$ cat src/rtl/mem_access_stage_pkg.sv
// Shared MEM-stage definitions: access size encodings,
// default widths and the alignment-fault helper.
package mem_access_stage_pkg;

    localparam logic [1:0] MEM_NONE = 2'b00;
    localparam logic [1:0] MEM_B    = 2'b01;
    localparam logic [1:0] MEM_H    = 2'b10;
    localparam logic [1:0] MEM_W    = 2'b11;

    localparam int DW_DEF = 32;
    localparam int RW_DEF = 5;

    // Half needs addr[0]==0, word needs addr[1:0]==0.
    function automatic logic misaligned(
        input logic [1:0] size,
        input logic [1:0] off
    );
        logic bad;
        bad = 1'b0;
        if (size == MEM_H) bad = off[0];
        if (size == MEM_W) bad = |off;
        return bad;
    endfunction

endpackage

$ cat src/rtl/mem_access_stage_store_align.sv
// store_align: byte-lane alignment of store data.
// Ports: size/off/busB in -> wen (4 lanes), wdata out.
module store_align
    import mem_access_stage_pkg::*;
#(
    parameter int DW = DW_DEF
) (
    input  logic [1:0]    size,
    input  logic [1:0]    off,
    input  logic [DW-1:0] busB,
    output logic [3:0]    wen,
    output logic [DW-1:0] wdata
);

    always_comb begin
        wen   = 4'b0000;
        wdata = busB << {off, 3'b000};
        unique case (size)
            MEM_B: wen = 4'b0001 << off;
            MEM_H: begin
                unique case (off)
                    2'b00:   wen = 4'b0011;
                    2'b01:   wen = 4'b0110;
                    2'b10:   wen = 4'b1100;
                    default: wen = 4'b0000;
                endcase
            end
            MEM_W: begin
                wen   = 4'b1111;
                wdata = busB;
            end
            default: wen = 4'b0000;
        endcase
    end

endmodule

$ cat src/rtl/mem_access_stage.sv
// MEM stage: EX->MEM register, data-SRAM request, and a
// read-data hold buffer covering WB back-pressure.
// Ports: es_* in from EX, ms_* out to WB, data_sram_* to
// the synchronous SRAM, ws_allowin/ms_allowin handshake.
// Optional ADDR_EXC_EN: alignment check adds ms_ade and
// ms_badvaddr and suppresses misaligned requests.
module mem_access_stage
    import mem_access_stage_pkg::*;
#(
    parameter int DW = DW_DEF,
    parameter int RW = RW_DEF
) (
    input  logic          clk,
    input  logic          resetn,
    input  logic          es_to_ms_valid,
    output logic          ms_allowin,
    input  logic [DW-1:0] es_aluResult,
    input  logic [DW-1:0] es_busB,
    input  logic [1:0]    es_memR,
    input  logic [1:0]    es_memW,
    input  logic          es_regWrite,
    input  logic [RW-1:0] es_rd,
    input  logic [DW-1:0] es_pc,
    input  logic          ws_allowin,
    output logic          ms_to_ws_valid,
    output logic [DW-1:0] ms_aluResult,
    output logic [1:0]    ms_memR,
    output logic          ms_regWrite,
    output logic [RW-1:0] ms_rd,
    output logic [DW-1:0] ms_pc,
    output logic [DW-1:0] ms_rdata_raw,
`ifdef ADDR_EXC_EN
    output logic          ms_ade,
    output logic [DW-1:0] ms_badvaddr,
`endif
    output logic          data_sram_en,
    output logic [3:0]    data_sram_wen,
    output logic [DW-1:0] data_sram_addr,
    output logic [DW-1:0] data_sram_wdata,
    input  logic [DW-1:0] data_sram_rdata
);

    logic          msValid;
    logic          rdHold;
    logic [DW-1:0] holdReg;
    logic          enter;
    logic          isMem;
    logic          fire;
    logic [3:0]    alignWen;
    logic [DW-1:0] alignWdata;
    logic          adErr;

    assign ms_allowin     = !msValid || ws_allowin;
    assign ms_to_ws_valid = msValid;
    assign enter          = es_to_ms_valid && ms_allowin;
    assign isMem = (es_memR != MEM_NONE) ||
                   (es_memW != MEM_NONE);

`ifdef ADDR_EXC_EN
    assign adErr =
        misaligned(es_memR, es_aluResult[1:0]) ||
        misaligned(es_memW, es_aluResult[1:0]);
`else
    assign adErr = 1'b0;
`endif

    assign fire = enter && isMem && !adErr;

    store_align #(.DW(DW)) uAlign (
        .size  (es_memW),
        .off   (es_aluResult[1:0]),
        .busB  (es_busB),
        .wen   (alignWen),
        .wdata (alignWdata)
    );

    assign data_sram_en    = fire;
    assign data_sram_wen   = fire ? alignWen : 4'b0000;
    assign data_sram_addr  = es_aluResult;
    assign data_sram_wdata = alignWdata;

    // SRAM word arrives in the first MEM cycle only;
    // after that the captured copy stands in for it.
    assign ms_rdata_raw = rdHold ? holdReg
                                 : data_sram_rdata;

    always_ff @(posedge clk) begin
        if (!resetn) begin
            msValid <= 1'b0;
        end else if (ms_allowin) begin
            msValid <= es_to_ms_valid;
        end
    end

    always_ff @(posedge clk) begin
        if (!resetn) begin
            ms_aluResult <= '0;
            ms_memR      <= MEM_NONE;
            ms_regWrite  <= 1'b0;
            ms_rd        <= '0;
            ms_pc        <= '0;
        end else if (enter) begin
            ms_aluResult <= es_aluResult;
            ms_memR      <= es_memR;
            ms_regWrite  <= es_regWrite;
            ms_rd        <= es_rd;
            ms_pc        <= es_pc;
        end
    end

`ifdef ADDR_EXC_EN
    always_ff @(posedge clk) begin
        if (!resetn) begin
            ms_ade      <= 1'b0;
            ms_badvaddr <= '0;
        end else if (enter) begin
            ms_ade      <= isMem && adErr;
            ms_badvaddr <= (isMem && adErr) ?
                           es_aluResult : '0;
        end
    end
`endif

    // !ms_allowin means an instruction is stuck in MEM;
    // any allowin cycle either empties MEM or refills it.
    always_ff @(posedge clk) begin
        if (!resetn) begin
            rdHold  <= 1'b0;
            holdReg <= '0;
        end else begin
            rdHold <= !ms_allowin;
            if (msValid && !rdHold) begin
                holdReg <= data_sram_rdata;
            end
        end
    end

endmodule

$ cat config.mk
export PLATFORM = sky130hd
export DESIGN_NAME = mem_access_stage
export DESIGN_NICKNAME = d
export VERILOG_FILES = /design/src/rtl/mem_access_stage_pkg.sv /design/src/rtl/mem_access_stage_store_align.sv /design/src/rtl/mem_access_stage.sv
export SDC_FILE = /design/constraint.sdc
export NUM_CORES = 1
export LEC_CHECK = 0
export CAP_MARGIN = 15
export CORE_ASPECT_RATIO = 1.4
export CORE_MARGIN = 5
export CORE_UTILIZATION = 41
export DETAILED_ROUTE_END_ITERATION = 7
export HOLD_SLACK_MARGIN = 0.08
export PLACE_DENSITY = 0.86
export SLEW_MARGIN = 20
export SYNTH_ARGS = -nofsm -noshare
export SYNTH_HDL_FRONTEND = slang
export SYNTH_SLANG_ARGS = --single-unit
$ cat constraint.sdc
create_clock -name clk -period 6.5 [get_ports clk]
set_input_delay 1.95 -clock clk [delete_from_list [all_inputs] [get_ports clk]]
set_output_delay 1.95 -clock clk [all_outputs]
set_load 0.01 [all_outputs]
==> summary.md <==
| Metric | Value |
|---|---|
| Outcome | `finished, final reports clean` |
| Crit-path slowest cell | `clkdlybuf4s50_1` |
| Area share of fa/ha/maj cells after synthesis | `0.0162` |
| Pleak | `0.00309 uW` |
| Area occupied by registers | `0.00212 mm2` |
| Mean Syn Cell Area | `8.15 um2` |
| IO buf count | `316` |
| Hold-fix buffers, CTS | `0` |
| Min Tclk post-route | `5.96 ns` |
| Post-CTS Setup Bufs | `0` |
| Tcrit/Tclk final | `0.916` |
| Core area | `0.0129 mm2` |
| Total GRT Usage | `0.246` |
| Initial antenna violation count | `1` |
| Clock sink count | `106` |
| Largest stage delay, worst path | `0.67 ns` |
| GP Congestion | `0.877` |
| Vias per cell | `5.48` |
| First-pass GRT wire length | `30700 um` |
| Synth Instances | `663` |
| Clock-pin slew on the worst setup and hold paths | `0.07 ns` |
| Die area | `0.0156 mm2` |
| Max-slew violation count | `0` |
| Vias | `5837` |
| Post-DRT Antenna Nets | `0` |
| Multi-input gate area | `0.00265 mm2` |
| Worst setup SP type | `input pin` |
| PD cells | `196 mW/mm2` |
| Die W | `107 um` |
| Post-synth top flop | `dfxtp_1` |
| Yosys top cell area share | `0.393` |
| Area growth, synth to finish | `57.6%` |
| CTS tree | `done` |
| Final setup vio count | `0` |
| Seq/Total Area, Yosys | `0.393` |
| Post-synth EDFFs | `0` |
| Worst Path Buf+Inv | `3` |
| Worst-skew pair later-pin latency | `0.34 ns` |
| Hold Crit Class | `reg -> reg` |
| Post-DP Area | `0.00824 mm2` |
| Wire per inst | `18.9 um` |
| FMAX | `168 MHz` |
| DRC Markers | `0` |
| Critical setup path kind | `in -> out` |
| Vias in the first global route | `5708` |
| Post-Syn Area | `0.00540 mm2` |
| Compound-Gate Fraction of Synth Area | `0.241` |
| Detailed placement HPWL | `14700 um` |
| Initial Util | `0.420` |
| Worst Path Required | `4.55 ns` |
| TritonRoute pass-1 iters | `5` |
| Simple-gate share of the synthesized area | `0.148` |
| Area leader, netlist | `dfxtp_1` |
| Largest net degree at the start of global routing | `75` |
| CP most frequent cell | `clkdlybuf4s50_1` |
| Yosys warns | `0` |
| Layout cells sized above 1 | `0.0888` |
| Critical Path Sink Type | `output port` |
| Fill count | `1063` |
| Ys async rst share | `0` |
| Max-cap violation count | `0` |
| Netlist cell types | `34` |
| Peak supply drop | `130 uV` |
| Detailed Route WL | `20200 um` |
| I/O pin cnt | `317` |
| Clk buf depth | `2` |
| Post-Syn Nets | `812` |
| Setup Total Neg Slack | `0 ns` |
| Synth area leaders | `dfxtp_1, a21oi_1, mux2_2` |
| Proportion of synthesized area in mux cells | `0.0841` |
| CP max FO | `11` |
| Htree depth | `3` |
| First DRT Iteration DRCs | `415` |
| Fin Clk Skew | `0.00764 ns` |
| Slew margin rel. | `0.373` |
| Total CTS buffers | `9` |
| WP data arrival | `4.01 ns` |
| Synth Register Bits | `106` |
| Largest family of logic cells by synthesized area | `compound AO/OA/AOI/OAI gates` |
| Fin nets | `1056` |
| GRT overflow | `0` |
| CP top delay family | `buffers and inverters` |
| Final-report hold violation count | `0` |
| Final instance area | `0.00851 mm2` |
| Root Driver | `clkbuf_16` |
| Post_cts resized | `0` |
| Worst Max-Slew Pin Slew | `0.941 ns` |
| RSZ-0062 raised after global routing | `false` |
| Die H | `146 um` |
| Fraction of synthesized cell area in xor and xnor cells | `0` |
| Critical path, cell by cell | `clkdlybuf4s50_1 -> buf_4 -> mux2_2 -> a22oi_1 -> o21ai_1 -> clkdlybuf4s50_1` |
| Num rows | `49` |
[state kept, by name, summed over array words and instances, names as in the netlist]
name / cells
holdReg: 32
ms_aluResult: 32
ms_pc: 32
ms_rd: 5
ms_memR: 2
ms_regWrite: 1
ms_to_ws_valid: 1
rdHold: 1
[area by class of cell]
type	instances	area share
Timing Repair Buffer	329	0.382
Multi-Input combinational cell	456	0.311
Sequential cell	106	0.249
Clock buffer	11	0.0273
Tap cell	153	0.0225
Clock inverter	5	0.00456
Inverter	5	0.00279
Antenna cell	1	0.000294
[Yosys cell counts, drive strengths merged, types with 2 or more instances]
master,number
a21oi,109
a22o,8
a22oi,16
a2bb2oi,8
and2,9
buf,77
clkbuf,19
dfxtp,106
ha,7
inv,4
mux2,40
nand2,84
nand3,72
nor2,4
nor2b,2
o21ai,91
[worst register-to-register path: stages (launching register included)]
cell and delay [ns]:
dfxtp_1 0.33, nor2b_4 0.14, inv_4 0.05, buf_4 0.64
nand3_1 0.24, a21oi_1 0.18
[cell families after synthesis]
logic type,count (synthesis)
multiplexers,40
flip-flops,106
AND/OR/NAND/NOR,174
buffers and inverters,101
AO/OA/AOI/OAI,235
adder cells (fa/ha/maj),7
[metal layers]
metal | up-vias | routed length [um] | track usage
li1 | 2788 | - | -
met3 | 50 | 2140 | 0.0905
met1 | 2691 | 7290 | 0.269
met4 | 0 | 820 | 0.113
met2 | 308 | 9930 | 0.421
met5 | - | 0 | 0
[cells in the final DEF (no fill, tap or decap), types with 7 or more instances in the layout]
cell type        netlist  layout
a21oi_1              109     109
a2bb2oi_1              8       8
buf_4                 32      13
mux2_2                39      39
nand2_1               84      84
clkbuf_16              0       9
a22o_1                 8       8
ha_1                   7       7
dfxtp_1              106     106
a22oi_1               15      15
and2_1                 8       8
clkdlybuf4s50_1        0     315
o21ai_0               82      82
nand3_1               72      72
o21ai_1                9       9
[where the power goes]
part	leakage [uW]	switching [uW]	internal, uW
sequential	0.000871	16.4	686
clock	0.000124	248	263
combinational	0.00209	203	255
[final timing paths]
| path | cells past startpoint | startpoint | slack, ns | end |
|---|---|---|---|---|
| max | 6 | es_aluResult[0] | 0.54 | data_sram_wdata[28] |
| min | 2 | holdReg[29]$_SDFFE_PN0P_ | 0.45 | holdReg[29]$_SDFFE_PN0P_ |
| max reg2reg | 5 | ms_to_ws_valid$_SDFFE_PN0N_ | 4.85 | ms_pc[21]$_SDFFE_PN0P_ |
| min reg2reg | 2 | holdReg[29]$_SDFFE_PN0P_ | 0.45 | holdReg[29]$_SDFFE_PN0P_ |
[metrics by stage]
stage          hold slack (ns)  std cells  worst slack [ns]   util  total power (uW)
5_1_grt                  0.470       1066             0.428  0.661              1750
6_report                 0.453       1066             0.543  0.661              1670
2_1_floorplan            0.433        663              1.65      -               919
3_3_place_gp             0.438       1049             0.585  0.640              1170
4_1_cts                  0.455       1065             0.542  0.661              1680
3_5_place_dp             0.443       1049             0.548  0.640              1180
Power figures use the tool's default switching activity.
